## config.mk

```make
export PLATFORM = sky130hd
export DESIGN_NAME = max_pool_stream_flat
export DESIGN_NICKNAME = d
export VERILOG_FILES = /design/src/rtl/cnn_pool_pkg.sv /design/src/rtl/max_pool_stream_if.sv /design/src/rtl/pool_line_buf.sv /design/src/rtl/max_pool_stream.sv /design/src/flat_wrapper.sv
export SDC_FILE = /design/constraint.sdc
export NUM_CORES = 1
export LEC_CHECK = 0
export ABC_AREA = 1
export BUFFER_PORTS_ARGS = -buffer_cell sky130_fd_sc_hd__buf_4
export CORE_MARGIN = 5
export CORE_UTILIZATION = 40
export CTS_CLUSTER_DIAMETER = 60
export CTS_CLUSTER_SIZE = 20
export DETAILED_ROUTE_END_ITERATION = 8
export GPL_TIMING_DRIVEN = 0
export HOLD_SLACK_MARGIN = 0.1
export PLACE_DENSITY_LB_ADDON = 0.3
export SLEW_MARGIN = 20
export SYNTH_ARGS = -nofsm -noshare
export SYNTH_HDL_FRONTEND = slang
export SYNTH_SLANG_ARGS = --single-unit
```

## constraint.sdc

```tcl
create_clock -name clk -period 4.6 [get_ports clk]
set_input_delay 0.46 -clock clk [delete_from_list [all_inputs] [get_ports clk]]
set_output_delay 0.46 -clock clk [all_outputs]
set_load 0.03 [all_outputs]
```

## src/rtl/cnn_pool_pkg.sv

```systemverilog
// ============================================================================
// Module   : cnn_pool_pkg
// Purpose  : Shared constants and helpers for the CNN pooling datapath:
//            default activation width, a signed max and a clog2 helper.
// Revision : 1.0 - initial release
// ============================================================================
`default_nettype none

package cnn_pool_pkg;

  // Default signed activation width used by the pooling stage
  localparam int DEFAULT_DATA_W = 22;

  // Widest activation the shared max helper can compare
  localparam int MAX_W = 64;

  // Signed maximum of two sign-extended operands
  function automatic logic signed [MAX_W-1:0] max_s(input logic signed [MAX_W-1:0] a,
                                                    input logic signed [MAX_W-1:0] b);
    return (a > b) ? a : b;
  endfunction

  // Bits needed to index v items; never returns less than 1
  function automatic int clog2(input int v);
    int r;
    r = 0;
    while ((1 << r) < v) r++;
    return (r < 1) ? 1 : r;
  endfunction

endpackage

`default_nettype wire

```

## src/rtl/max_pool_stream_if.sv

```systemverilog
// ============================================================================
// Module   : max_pool_stream_if
// Purpose  : Pixel-in / pooled-value-out valid-ready bundle for the
//            max-pooling stage. slave = pooling block, master = its peer.
// Revision : 1.0 - initial release
// ============================================================================
`default_nettype none

interface max_pool_stream_if
  import cnn_pool_pkg::*;
#(
  parameter int DATA_W = DEFAULT_DATA_W
);

  logic                     in_valid;
  logic                     in_ready;
  logic signed [DATA_W-1:0] in_data;
  logic                     out_valid;
  logic                     out_ready;
  logic signed [DATA_W-1:0] out_data;
  logic                     out_last;

  modport slave (
    input  in_valid, in_data, out_ready,
    output in_ready, out_valid, out_data, out_last
  );

  modport master (
    output in_valid, in_data, out_ready,
    input  in_ready, out_valid, out_data, out_last
  );

endinterface

`default_nettype wire

```

## src/rtl/pool_line_buf.sv

```systemverilog
// ============================================================================
// Module   : pool_line_buf
// Purpose  : One partial vertical maximum per horizontal window slot.
//            Synchronous write, combinational read, same address. Not reset:
//            the first row of every window band writes a slot before it is
//            ever read.
// Revision : 1.0 - initial release
// ============================================================================
`default_nettype none

module pool_line_buf #(
  parameter int DATA_W = 22,
  parameter int DEPTH  = 12,
  parameter int ADDR_W = 4
) (
  input  logic                     clk,
  input  logic                     wr_en,
  input  logic [ADDR_W-1:0]        addr,
  input  logic signed [DATA_W-1:0] wr_data,
  output logic signed [DATA_W-1:0] rd_data
);

  logic signed [DATA_W-1:0] mem [DEPTH];

  // Store the running column-band maximum for the addressed slot
  always_ff @(posedge clk) begin
    if (wr_en) mem[addr] <= wr_data;
  end

  assign rd_data = mem[addr];

endmodule

`default_nettype wire

```

## src/rtl/max_pool_stream.sv

```systemverilog
// ============================================================================
// Module   : max_pool_stream
// Purpose  : Streaming POOLxPOOL non-overlapping max pooling over a raster
//            image, one pixel per cycle, valid/ready on both sides.
//            Optional macro MAX_POOL_RELU_EN clamps negative results to 0.
// Revision : 1.0 - initial release
// ============================================================================
`default_nettype none

module max_pool_stream
  import cnn_pool_pkg::*;
#(
  parameter int DATA_W = DEFAULT_DATA_W,
  parameter int IMG_W  = 24,
  parameter int IMG_H  = 24,
  parameter int POOL   = 2
) (
  input  logic              clk,
  input  logic              rst_n,
  max_pool_stream_if.slave  bus
);

  localparam int SLOTS = IMG_W / POOL;
  localparam int COL_W = clog2(IMG_W);
  localparam int ROW_W = clog2(IMG_H);
  localparam int K_W   = clog2(POOL);
  localparam int S_W   = clog2(SLOTS);

  localparam logic [COL_W-1:0] COL_LAST = COL_W'(IMG_W - 1);
  localparam logic [ROW_W-1:0] ROW_LAST = ROW_W'(IMG_H - 1);
  localparam logic [K_W-1:0]   K_LAST   = K_W'(POOL - 1);

  typedef logic signed [DATA_W-1:0] data_t;

  if ((IMG_W % POOL) != 0 || (IMG_H % POOL) != 0 || POOL < 2 || DATA_W > MAX_W)
  begin : g_bad_cfg
    $error("max_pool_stream: IMG_W/IMG_H must be multiples of POOL, POOL >= 2");
  end

  // Signed max of two activations, via the shared wide comparator
  function automatic data_t pick_max(input data_t a, input data_t b);
    logic signed [MAX_W-1:0] wa;
    logic signed [MAX_W-1:0] wb;
    wa = MAX_W'(a);
    wb = MAX_W'(b);
    return (max_s(wa, wb) == wa) ? a : b;
  endfunction

  logic [COL_W-1:0] col;
  logic [ROW_W-1:0] row;
  logic [K_W-1:0]   kx;
  logic [K_W-1:0]   ky;
  logic [S_W-1:0]   slot;
  data_t            hmax;
  logic             out_valid_q;
  data_t            out_data_q;
  logic             out_last_q;

  logic  accept;
  logic  kx_last;
  logic  ky_last;
  logic  col_last;
  logic  row_last;
  logic  lb_wr;
  logic  load;
  data_t h_next;
  data_t v_next;
  data_t lb_rd;
  data_t result;

  // Input is held off whenever a result is waiting and downstream is not taking it
  assign bus.in_ready = !out_valid_q || bus.out_ready;
  assign accept       = bus.in_valid && bus.in_ready;

  assign kx_last  = (kx == K_LAST);
  assign ky_last  = (ky == K_LAST);
  assign col_last = (col == COL_LAST);
  assign row_last = (row == ROW_LAST);

  // Horizontal max restarts at each window's first column
  assign h_next = (kx == '0) ? bus.in_data : pick_max(hmax, bus.in_data);
  // Vertical merge with the slot's partial max, except on the band's first row
  assign v_next = (ky == '0) ? h_next : pick_max(lb_rd, h_next);

  assign lb_wr = accept && kx_last && !ky_last;
  assign load  = accept && kx_last && ky_last;

`ifdef MAX_POOL_RELU_EN
  assign result = v_next[DATA_W-1] ? '0 : v_next;
`else
  assign result = v_next;
`endif

  pool_line_buf #(
    .DATA_W (DATA_W),
    .DEPTH  (SLOTS),
    .ADDR_W (S_W)
  ) u_line_buf (
    .clk     (clk),
    .wr_en   (lb_wr),
    .addr    (slot),
    .wr_data (v_next),
    .rd_data (lb_rd)
  );

  // Raster position counters; row and frame wrap without idle cycles
  always_ff @(posedge clk or negedge rst_n) begin
    if (!rst_n) begin
      col  <= '0;
      row  <= '0;
      kx   <= '0;
      ky   <= '0;
      slot <= '0;
    end else if (accept) begin
      kx <= kx_last ? '0 : kx + K_W'(1);
      if (col_last) begin
        col  <= '0;
        slot <= '0;
        ky   <= ky_last ? '0 : ky + K_W'(1);
        row  <= row_last ? '0 : row + ROW_W'(1);
      end else begin
        col <= col + COL_W'(1);
        if (kx_last) slot <= slot + S_W'(1);
      end
    end
  end

  // Running horizontal maximum within the current window row
  always_ff @(posedge clk or negedge rst_n) begin
    if (!rst_n) hmax <= '0;
    else if (accept) hmax <= h_next;
  end

  // Output register: load on window completion, hold until accepted
  always_ff @(posedge clk or negedge rst_n) begin
    if (!rst_n) begin
      out_valid_q <= 1'b0;
      out_data_q  <= '0;
      out_last_q  <= 1'b0;
    end else if (load) begin
      out_valid_q <= 1'b1;
      out_data_q  <= result;
      out_last_q  <= row_last && col_last;
    end else if (bus.out_ready) begin
      out_valid_q <= 1'b0;
    end
  end

  assign bus.out_valid = out_valid_q;
  assign bus.out_data  = out_data_q;
  assign bus.out_last  = out_last_q;

endmodule

`default_nettype wire

```

## src/flat_wrapper.sv

```systemverilog
// flat-port wrapper written by rule: the top's interface ports become plain ports
module max_pool_stream_flat import cnn_pool_pkg::*;
#(
  parameter int DATA_W = DEFAULT_DATA_W,
  parameter int IMG_W  = 24,
  parameter int IMG_H  = 24,
  parameter int POOL   = 2
)
  (clk, rst_n, bus_in_valid, bus_in_data, bus_out_ready, bus_in_ready, bus_out_valid, bus_out_data, bus_out_last);
  max_pool_stream_if #(.DATA_W(DATA_W)) bus_i ();
  input  logic clk;
  input  logic rst_n;
  input wire logic [$bits(bus_i.in_valid)-1:0] bus_in_valid;
  input wire logic [$bits(bus_i.in_data)-1:0] bus_in_data;
  input wire logic [$bits(bus_i.out_ready)-1:0] bus_out_ready;
  output wire logic [$bits(bus_i.in_ready)-1:0] bus_in_ready;
  output wire logic [$bits(bus_i.out_valid)-1:0] bus_out_valid;
  output wire logic [$bits(bus_i.out_data)-1:0] bus_out_data;
  output wire logic [$bits(bus_i.out_last)-1:0] bus_out_last;
  assign bus_i.in_valid = bus_in_valid;
  assign bus_i.in_data = bus_in_data;
  assign bus_i.out_ready = bus_out_ready;
  assign bus_in_ready = bus_i.in_ready;
  assign bus_out_valid = bus_i.out_valid;
  assign bus_out_data = bus_i.out_data;
  assign bus_out_last = bus_i.out_last;
  max_pool_stream #(.DATA_W(DATA_W), .IMG_W(IMG_W), .IMG_H(IMG_H), .POOL(POOL)) u_core (.clk(clk), .rst_n(rst_n), .bus(bus_i));
endmodule
```

==> results.sh, run 1 <==
export IMPL_cp_arrival_ns=4.89
export IMPL_criticalPathCategory="reg -> reg"
export IMPL_synth_simple_gate_area_share_pct=16.7
export IMPL_area_delta_synth_final_pct=23.8
export IMPL_synth_enable_flop_cells=264
export IMPL_cap_violations=0
export IMPL_io_buffer_count=50
export IMPL_r2r_slack_ns=0.03
export IMPL_avgSynthCellArea_um2=10.3
export IMPL_grtUsageMet2_pct=35.4
export IMPL_end_kind="flip-flop"
export IMPL_hpwl_mm=32.5
export IMPL_grt_util_met3_pct=2.21
export IMPL_drcViolationCount=0
export IMPL_fin_ws_ns=0.0339
export IMPL_async_reset_ff_share_pct=19.0
export IMPL_synth_top_family_by_area="simple AND/OR/NAND/NOR gates"
export IMPL_hp_class="in -> reg"
export IMPL_synth_compound_area_share_pct=11.0
export IMPL_fin_crit_sh_pct=99.3
export IMPL_whs_ns=0.182
export IMPL_ant_nets=0
export IMPL_row_count=71
export IMPL_viasPerCell=5.51
export IMPL_antenna_found_initial=0
export IMPL_grt_pass1_wl_mm=69.7
export IMPL_outcome="finished, final reports clean"
export IMPL_start_kind="flip-flop"
export IMPL_die_area_um2=42200
export IMPL_io_pins=51
export IMPL_clk_pin_slew_ns=0.08
export IMPL_dr_pass1_iters=5
export IMPL_synth_area_leaders="edfxtp_1 (52%), dfrtp_1 (10%), nand2_1 (6.3%)"
export IMPL_required_ns=4.92
export IMPL_clock_latency_ns=0.57
export IMPL_grt_pass1_vias=11500
export IMPL_final_cell_area_um2=18900
export IMPL_cts_sinks=326
export IMPL_syn_area_um2=15300
export IMPL_numCtsBuffers=25
export IMPL_fillers=3364
export IMPL_synth_nets=1555
export IMPL_synth_cell_types=40
export IMPL_r2r_start="u_core.slot[3]"
export IMPL_synth_top_area_cell="edfxtp_1"
export IMPL_yosys_top_cells_count="edfxtp_1 (264), nand2_1 (257), nor2_1 (205)"
export IMPL_hold_viol_final=0
export IMPL_place_area_um2=16700
export IMPL_min_period_ns=4.57
export IMPL_clockRootBuffer="clkbuf_16"
export IMPL_synth_mux_area_share_pct=0.0737
export IMPL_synth_most_common_cell="edfxtp_1"
export IMPL_fmax_mhz=219
export IMPL_yosys_area_top_type_share_pct=51.9
export IMPL_syn_inst=1482
export IMPL_utilization_pct=50.2
export IMPL_vias=12000
export IMPL_max_clock_path_buffers=3
export IMPL_ctsHtreeMaxLevel=1
export IMPL_layout_drive_gt1_share_pct=22.7
export IMPL_finalSetupViolations=0
export IMPL_synth_xor_area_share_pct=1.83
export IMPL_gp_congestion=0.886
export IMPL_drt_iter0_drc=1197
export IMPL_crit_fanout=10
export IMPL_grt_ovfl_total=0
export IMPL_cts_tree="built"
export IMPL_relSlewSlack_pct=36.9
export IMPL_crit_end="u_core.u_line_buf.mem[1][19]"
export IMPL_tightest_slew_ns=0.942
export IMPL_diodes=0
export IMPL_die_y_um=205
export IMPL_initial_core_util_pct=40.6
export IMPL_top_usage_layer="met2"
export IMPL_synth_seq_area_share_pct=62.0
export IMPL_rr_worst_depth=25
export IMPL_coreArea_um2=37700
export IMPL_use_met1_pct=30.3
export IMPL_grt_use_total_pct=21.6
export IMPL_dp_slack_ns=-1.17
export IMPL_wire_per_inst_um=21.7
export IMPL_final_net_count=1731
export IMPL_ys_flop_type="edfxtp_1"
export IMPL_slew_viol_final=0
export IMPL_grt_max_degree=63
export IMPL_rsz0062_at_grt="yes"
export IMPL_synthAdderAreaFrac_pct=3.85
export IMPL_ys_seq_elements=326
export IMPL_routed_wl_mm=47.5
export IMPL_crit_start="u_core.slot[3]"
export IMPL_yosys_warnings=0
export IMPL_skew_ns=0.0183
export IMPL_die_width_um=205
export IMPL_reg2reg_to="u_core.u_line_buf.mem[1][19]"
==> metrics by stage <==
stage | instances | TNS (ns)
final | 2184 | 0
after global routing | 2184 | -16.42
after CTS | 2145 | -0.0234
after detailed placement | 2078 | -266.72
after global placement | 2043 | -624.47
after floorplan | 1482 | 0
==> sequential cells by signal (all words and copies together) (netlist names) <==
signal                 cells
u_core.bus.out_data       22
u_core.bus.out_last        1
u_core.bus.out_valid       1
u_core.col                 5
u_core.hmax               22
u_core.kx                  1
u_core.ky                  1
u_core.row                 5
u_core.slot                4
u_core.u_line_buf.mem    264
==> worst min-delay path by stage <==
stage | from | to | slack [ns] | depth (start not counted)
2_1_floorplan | rst_n | u_core.bus.out_data[0] | 0.16 | 0
3_3_place_gp | u_core.bus.out_data[11] | u_core.bus.out_data[11] | 0.47 | 2
5_1_grt | bus_in_valid | u_core.kx | 0.19 | 3
4_1_cts | bus_in_valid | u_core.kx | 0.17 | 3
6_report | bus_in_valid | u_core.kx | 0.18 | 3
3_5_place_dp | u_core.bus.out_data[8] | u_core.bus.out_data[8] | 0.47 | 2
==> worst max-delay path, stage by stage, from the launching register on <==
cell and delay [ns]:
dfrtp_1 0.45, nor2_1 0.51, clkbuf_1 0.69, a22o_1 0.35, nor2_4 0.08, inv_1 0.10, ha_1 0.24, nand4_1 0.12
nor2_1 0.07, nand3_2 0.13, buf_6 0.11, buf_4 0.09, buf_4 0.09, inv_2 0.03, a21oi_2 0.10, nand2_1 0.07
inv_2 0.09, nand2_2 0.08, nand2_4 0.10, nand2_8 0.09, nand2_8 0.13, buf_8 0.16, nand2_2 0.07, nand3_4 0.13
nand2_4 0.09, buf_12 0.15
==> layer usage <==
layer / share of wire [%] / wire, um / vias up
met5: 0 / 0 / -
met4: 4.0 / 1890 / 0
met3: 7.0 / 3320 / 96
met2: 48 / 22600 / 486
met1: 41 / 19600 / 5927
li1: - / - / 5528
==> repair_timing <==
item / 4_1_cts / 5_1_grt
pin swaps: 17 / 50
resized for setup: 107 / 115
hold buffers: 1 / 0
cloned: 2 / 6
endpoints found under the hold margin: 62 / 0
setup endpoints to repair: 286 / 286
buffers inserted: 24 / 34
==> area by class of cell <==
class	count	area, um^2	share of cell area, %
sequential	326	9490	50.1
multi-input combinational	990	5910	31.3
timing repair buffer	147	1270	6.71
clock buffer	27	664	3.51
tap	511	639	3.38
inverter	100	388	2.05
buffer	68	382	2.02
clock inverter	15	180	0.952
==> cell usage in the layout, fill, tap and decap left out, types with 4 or more instances in the layout <==
cell / synthesis / final
clkbuf_2: 0 / 15
nand2_2: 6 / 23
nor2_2: 2 / 6
buf_4: 3 / 126
inv_1: 96 / 91
nand3_2: 1 / 9
or2_2: 10 / 10
edfxtp_1: 264 / 264
buf_8: 0 / 4
clkbuf_1: 54 / 32
xnor2_1: 13 / 13
nand2_8: 0 / 8
dfrtp_2: 0 / 6
clkbuf_4: 0 / 8
nor2_4: 1 / 8
nand4_1: 18 / 18
inv_6: 0 / 5
a31oi_1: 4 / 4
nand2_1: 257 / 217
a21oi_1: 32 / 31
nand3_4: 0 / 9
ha_4: 0 / 9
o21ai_4: 0 / 5
o22ai_1: 62 / 62
and2_4: 0 / 8
xor2_1: 19 / 19
dfrtp_1: 62 / 56
nor2_1: 205 / 194
clkbuf_16: 0 / 29
o21ai_0: 164 / 164
buf_6: 3 / 14
inv_2: 4 / 6
o21ai_2: 15 / 10
ha_1: 47 / 38
nand3_1: 83 / 66
buf_2: 7 / 4
nand2_4: 3 / 22
nor3_2: 0 / 12
buf_12: 0 / 6
a22o_1: 12 / 12
==> kinds of logic (layout without fill, tap and decap cells) <==
logic type,count (synthesis),in the layout
compound gates,296,296
buf+inv,171,357
xor+xnor,32,32
flops,326,326
fa+ha+maj,47,47
mux,1,1
simple gates,609,614
Power of run 1 is not shown: default switching activity piles up to over one toggle a cycle in this logic, so the estimate is an artifact.
==> run 2: changes to the inputs <==
Settings changed: ABC_AREA 1 to unset, BUFFER_PORTS_ARGS -buffer_cell sky130_fd_sc_hd__buf_4 to -buffer_cell sky130_fd_sc_hd__buf_2, CAP_MARGIN set to 20.
==> results.sh, run 2 <==
export IMPL_gp_congestion=0.965
export IMPL_io_pins=51
export IMPL_crit_fanout=12
export IMPL_finalSetupViolations=286
export IMPL_synth_seq_area_share_pct=60.6
export IMPL_final_common_cell="edfxtp_1"
export IMPL_io_buffer_count=50
export IMPL_max_clock_path_buffers=3
export IMPL_whs_ns=0.238
export IMPL_grt_max_degree=53
export IMPL_outcome="finished, violations left"
export IMPL_synth_enable_flop_cells=264
export IMPL_cp_arrival_ns=6.04
export IMPL_post_layout_nonfiller_instances=1785
export IMPL_die_width_um=208
export IMPL_drcViolationCount=0
export IMPL_dp_slack_ns=-1.90
export IMPL_post_place_cells=1655
export IMPL_rsz0062_at_grt="yes"
export IMPL_grt_use_total_pct=19.9
export IMPL_initial_core_util_pct=40.5
export IMPL_synth_top_area_cell="edfxtp_1"
export IMPL_crit_path_frequent_cell="buf_12"
export IMPL_end_kind="flip-flop"
export IMPL_relSlewSlack_pct=39.7
export IMPL_avgSynthCellArea_um2=14.5
export IMPL_numCtsBuffers=24
export IMPL_antenna_found_initial=0
export IMPL_viasPerCell=5.82
export IMPL_synth_cell_types=83
export IMPL_ant_nets=0
export IMPL_ctsHtreeMaxLevel=1
export IMPL_syn_inst=1078
export IMPL_yosys_top_cells_count="edfxtp_1 (264), nand2_1 (72), dfrtp_1 (62)"
export IMPL_top_register="u_core.u_line_buf.mem"
export IMPL_path_cells="ha_1 > nand4_1 > nor4_4 > a21oi_2 > a32oi_2 > nand3_4 > clkbuf_16 > clkbuf_16 > a21oi_4 > ha_4 > a21o_1 > a21o_1 > a21oi_2 > nor2_1 > or4_4 > a31oi_4 > mux2_4 > o31ai_4 > buf_6 > buf_12 > buf_12 > mux2i_4 > buf_12"
export IMPL_start_kind="flip-flop"
export IMPL_critPathMaxStageDelay_ns=0.55
export IMPL_fmax_mhz=177
export IMPL_synth_most_common_cell="edfxtp_1"
export IMPL_async_reset_ff_share_pct=19.0
export IMPL_ys_seq_elements=326
export IMPL_multi_input_area_um2=6540
export IMPL_violations="negative setup slack"
export IMPL_syn_area_um2=15600
export IMPL_synth_area_leaders="edfxtp_1 (51%), dfrtp_1 (9.9%), mux4_2 (7.2%)"
export IMPL_die_y_um=208
export IMPL_use_met1_pct=27.6
export IMPL_required_ns=5.01
export IMPL_slew_viol_final=0
export IMPL_routed_wl_mm=44.4
export IMPL_grt_util_met3_pct=2.55
export IMPL_regArea_um2=9500
export IMPL_crit_slowest_cell="or4_4"
export IMPL_row_count=72
export IMPL_grt_pass1_vias=10300
export IMPL_fillers=3140
export IMPL_die_area_um2=43100
export IMPL_clk_pin_slew_ns=0.08
export IMPL_grt_ovfl_total=0
export IMPL_coreArea_um2=38600
export IMPL_fin_crit_sh_pct=123
export IMPL_crit_buf_inv=6
export IMPL_ys_flop_type="edfxtp_1"
export IMPL_yosys_warnings=0
export IMPL_drt_iter0_drc=910
export IMPL_dr_pass1_iters=5
export IMPL_min_period_ns=5.64
export IMPL_final_cell_mix="edfxtp_1 (264), nand2_1 (72), buf_4 (57), buf_2 (54), mux4_2 (50)"
export IMPL_cap_violations=0
export IMPL_largest_reg_flops=264
export IMPL_wire_per_inst_um=24.9
export IMPL_tightest_slew_ns=0.880
export IMPL_cts_tree="built"
export IMPL_hp_class="in -> reg"
export IMPL_fin_ws_ns=-1.04
export IMPL_clock_latency_ns=0.55
export IMPL_criticalPathCategory="reg -> reg"
export IMPL_cts_sinks=326
export IMPL_layout_drive_gt1_share_pct=34.2
export IMPL_synth_nets=1151
export IMPL_diodes=0
export IMPL_yosys_area_top_type_share_pct=50.7
export IMPL_grtUsageMet2_pct=32.9
export IMPL_area_delta_synth_final_pct=25.7
export IMPL_final_net_count=1322
export IMPL_hold_viol_final=0
export IMPL_hpwl_mm=30.4
export IMPL_grt_pass1_wl_mm=65.9
export IMPL_skew_ns=0.0143
export IMPL_cp_top_family="compound AO/OA/AOI/OAI gates"
export IMPL_top_usage_layer="met2"
export IMPL_clockRootBuffer="clkbuf_16"
export IMPL_vias=10400
[run 2: cell type report]
class	instances	area share (%)
plain buffers	56	2.34
clock inverters	15	1.10
well taps	518	3.30
clock buffers	29	3.26
multi-input cells	648	33.3
inverters	50	1.09
flip-flops and latches	326	48.3
repair buffers	143	7.29
[run 2: through the flow]
step / util, % / cell area, um^2 / TNS [ns]
after CTS: 50.2 / 19400 / -243.88
after global routing: 50.9 / 19700 / -312.39
after detailed placement: 44.9 / 17400 / -516.47
after global placement: 44.4 / 17100 / -518.62
final: 50.9 / 19700 / -263.95
after floorplan: - / 16200 / -167.83
[run 2: worst reg2reg max path, stage by stage, from the launching register on]
cell	delay (ns)
dfrtp_2	0.46
ha_1	0.29
nand4_1	0.18
nor4_4	0.44
a21oi_2	0.15
a32oi_2	0.30
nand3_4	0.14
clkbuf_16	0.18
clkbuf_16	0.17
a21oi_4	0.21
ha_4	0.24
a21o_1	0.17
a21o_1	0.16
a21oi_2	0.12
nor2_1	0.06
or4_4	0.55
a31oi_4	0.18
mux2_4	0.34
o31ai_4	0.31
buf_6	0.18
buf_12	0.11
buf_12	0.14
mux2i_4	0.26
buf_12	0.16
[run 2: cell families after synthesis]
logic type                 after synthesis  share of synthesized area [%]
buffers and inverters                  106                           3.36
muxes                                  128                           12.8
AOI/OAI and AO/OA                      230                           10.4
xor gates and xnor gates                41                           2.30
adders and majority gates               47                           3.76
and+or+nand+nor                        200                           6.73
DFF                                    326                           60.6
[run 2: repair_timing]
action	CTS	global route
endpoints found under the setup margin	286	286
setup buffers	61	21
hold buffers	1	0
hold endpoints to repair	62	0
gates cloned	5	3
gates resized for setup	71	46
pin swaps	10	17
[run 2: path summary, 6_finish.rpt]
path | startpoint | end | slack (ns) | cells past startpoint
setup / recovery | u_core.hmax[10] | u_core.u_line_buf.mem[7][13] | -1.04 | 23
hold / removal | bus_out_ready | u_core.bus.out_valid | 0.24 | 3
setup reg to reg | u_core.hmax[10] | u_core.u_line_buf.mem[7][13] | -1.04 | 23
hold reg to reg | u_core.bus.out_last | u_core.bus.out_last | 0.49 | 2
max in group asynchronous | rst_n | u_core.hmax[17] | 3.77 | 3
min in group asynchronous | rst_n | u_core.row[3] | 0.30 | 2
[run 2: per-layer routing]
metal / up-vias / wire [um]
met5: - / 0
met2: 422 / 21200
met4: 0 / 1650
li1: 4586 / -
met3: 82 / 2890
met1: 5294 / 18700
Power of run 2 is left out for the same reason.
==> run 3: changes to the inputs <==
Settings changed: SYNTH_HIERARCHICAL set to 1.
==> results.sh, run 3 <==
export IMPL_route_met3_wl_mm=2.63
export IMPL_final_net_count=1388
export IMPL_final_common_cell="edfxtp_1"
export IMPL_layout_drive_gt1_share_pct=33.0
export IMPL_ant_nets=0
export IMPL_start_kind="flip-flop"
export IMPL_fmax_mhz=193
export IMPL_r2r_start="u_core/hmax[9]"
export IMPL_diodes=0
export IMPL_ys_seq_elements=326
export IMPL_yosys_area_top_type_share_pct=50.7
export IMPL_area_delta_synth_final_pct=25.5
export IMPL_wl_met2_mm=21.4
export IMPL_rr_worst_depth=26
export IMPL_io_pins=51
export IMPL_min_period_ns=5.17
export IMPL_die_width_um=208
export IMPL_gp_congestion=0.908
export IMPL_hp_class="in -> reg"
export IMPL_grt_pass1_wl_mm=65.3
export IMPL_rsz0062_at_grt="yes"
export IMPL_antenna_found_initial=0
export IMPL_slew_viol_final=0
export IMPL_ys_flop_type="edfxtp_1"
export IMPL_syn_inst=1149
export IMPL_fin_crit_sh_pct=112
export IMPL_yosys_top_cells_count="edfxtp_1 (264), nand2_1 (99), dfrtp_1 (62)"
export IMPL_numCtsBuffers=26
export IMPL_grt_ovfl_total=0
export IMPL_skew_ns=0.0274
export IMPL_crit_start="u_core/hmax[9]"
export IMPL_io_buffer_count=50
export IMPL_synth_cell_types=68
export IMPL_cap_violations=0
export IMPL_crit_end="u_core/u_line_buf/mem[4][15]"
export IMPL_synth_top_family_by_area="compound AO/OA/AOI/OAI gates"
export IMPL_cts_tree="built"
export IMPL_clk_pin_slew_ns=0.08
export IMPL_final_cell_mix="edfxtp_1 (264), nand2_1 (97), buf_4 (70), buf_2 (53), dfrtp_1 (49)"
export IMPL_r2r_slack_ns=-0.57
export IMPL_viasPerCell=5.71
export IMPL_top_layer="met4"
export IMPL_synth_compound_area_share_pct=10.6
export IMPL_async_reset_ff_share_pct=19.0
export IMPL_relSlewSlack_pct=35.7
export IMPL_hold_depth=3
export IMPL_wire_per_inst_um=23.5
export IMPL_drt_iter0_drc=903
export IMPL_required_ns=4.92
export IMPL_largest_reg_flops=264
export IMPL_syn_area_um2=15600
export IMPL_hpwl_mm=30.5
export IMPL_synth_nets=1220
export IMPL_hold_viol_final=0
export IMPL_grt_pass1_vias=10900
export IMPL_whs_ns=0.260
export IMPL_initial_core_util_pct=40.4
export IMPL_finalSetupViolations=286
export IMPL_drcViolationCount=0
export IMPL_synth_mux_area_share_pct=10.3
export IMPL_row_count=72
export IMPL_tightest_slew_ns=0.965
export IMPL_vias=10600
export IMPL_met1_length_mm=18.3
export IMPL_synth_seq_area_share_pct=60.7
export IMPL_cp_arrival_ns=5.49
export IMPL_synth_enable_flop_cells=264
export IMPL_end_kind="flip-flop"
export IMPL_yosys_warnings=6
export IMPL_criticalPathCategory="reg -> reg"
export IMPL_top_register="u_core/u_line_buf/mem"
export IMPL_clock_latency_ns=0.57
export IMPL_grt_use_total_pct=19.4
export IMPL_synth_xor_area_share_pct=2.75
export IMPL_routed_wl_mm=43.7
export IMPL_synth_top_area_cell="edfxtp_1"
export IMPL_avgSynthCellArea_um2=13.6
export IMPL_die_y_um=208
export IMPL_outcome="finished, violations left"
export IMPL_synth_simple_gate_area_share_pct=9.18
export IMPL_max_clock_path_buffers=3
export IMPL_coreArea_um2=38600
export IMPL_synth_area_leaders="edfxtp_1 (51%), dfrtp_1 (9.9%), ha_1 (3.6%)"
export IMPL_reg2reg_to="u_core/u_line_buf/mem[4][15]"
export IMPL_fin_ws_ns=-0.569
export IMPL_clockRootBuffer="clkbuf_16"
export IMPL_cts_sinks=326
export IMPL_crit_fanout=12
export IMPL_grt_max_degree=51
export IMPL_ctsHtreeMaxLevel=1
export IMPL_violations="negative setup slack"
export IMPL_synth_most_common_cell="edfxtp_1"
export IMPL_synthAdderAreaFrac_pct=3.60
export IMPL_dr_pass1_iters=6
export IMPL_die_area_um2=43100
-- run 3: cell count changes after synthesis, sizes merged, moves of 17 or more --
cell   before  now
o31ai       9   48
mux4       52   22
nand2      73   99
inv        50   32
nand4      19   38
mux2       19   47
a22o        6   23
-- run 3: logic make-up after synthesis --
| group | Yosys count |
|---|---|
| buffers and inverters | 92 |
| and+or+nand+nor | 280 |
| AOI/OAI and AO/OA | 231 |
| adders and majority gates | 45 |
| DFF | 326 |
| muxes | 126 |
| xor gates and xnor gates | 49 |
-- run 3: cell type report --
class	instances	area, um^2
Inverter	32	125
Fill cell	3254	19000
Timing Repair Buffer	141	1330
Clock buffer	30	666
Buffer	59	500
Clock inverter	18	185
Multi-Input combinational cell	731	6660
Sequential cell	326	9500
Tap cell	518	648
-- run 3: timing repair --
| item | CTS | global route |
|---|---|---|
| setup buffers | 59 | 11 |
| resized for setup | 113 | 44 |
| cloned | 1 | 1 |
| endpoints found under the setup margin | 286 | 286 |
| endpoints found under the hold margin | 62 | 0 |
| pin swaps | 30 | 7 |
| hold buffers | 1 | 0 |
-- run 3: worst min path at each step --
stage	to	from	slack, ns
detailed placement	u_core/hmax[16]	rst_n	0.34
floorplan	u_core/bus.out_data[0]	rst_n	0.16
CTS	u_core/bus.out_valid	bus_out_ready	0.24
global route	u_core/bus.out_valid	bus_out_ready	0.26
finish	u_core/bus.out_valid	bus_out_ready	0.26
global placement	u_core/bus.out_data[16]	u_core/bus.out_data[16]	0.46
-- run 3: routing by layer --
layer,global-route usage [%],vias to the layer above
met3,2.89,88
met2,33.4,385
met1,25.5,5333
met4,6.12,0
met5,0,-
li1,-,4779
-- run 3: per-stage QoR --
stage	TNS, ns	utilization (%)	cells	cell area (um^2)	setup WS (ns)
finish	-136.15	50.7	1855	19600	-0.569
CTS	-102.76	50.0	1844	19300	-0.434
detailed placement	-461.19	44.7	1736	17300	-1.77
floorplan	-53.23	-	1149	16000	-0.210
global route	-177.98	50.7	1855	19600	-0.714
global placement	-503.26	43.6	1717	16900	-1.75
-- run 3: worst max-delay path, stage by stage (launching register included) --
cell,delay (ns)
dfrtp_2,0.44
ha_4,0.28
nand4_1,0.13
nor4_4,0.31
buf_6,0.16
o31a_1,0.26
nor4b_4,0.07
buf_4,0.17
buf_4,0.16
buf_4,0.17
o31ai_4,0.21
and2_4,0.20
ha_1,0.23
nor2b_1,0.13
o21ai_1,0.12
nand2b_1,0.07
a21oi_1,0.15
nor2_1,0.07
nor3_2,0.29
o31ai_4,0.14
buf_6,0.15
o31a_1,0.28
buf_6,0.14
buf_4,0.14
a21oi_2,0.24
nor2_4,0.06
buf_12,0.15
Power of run 3 is left out for the same reason.
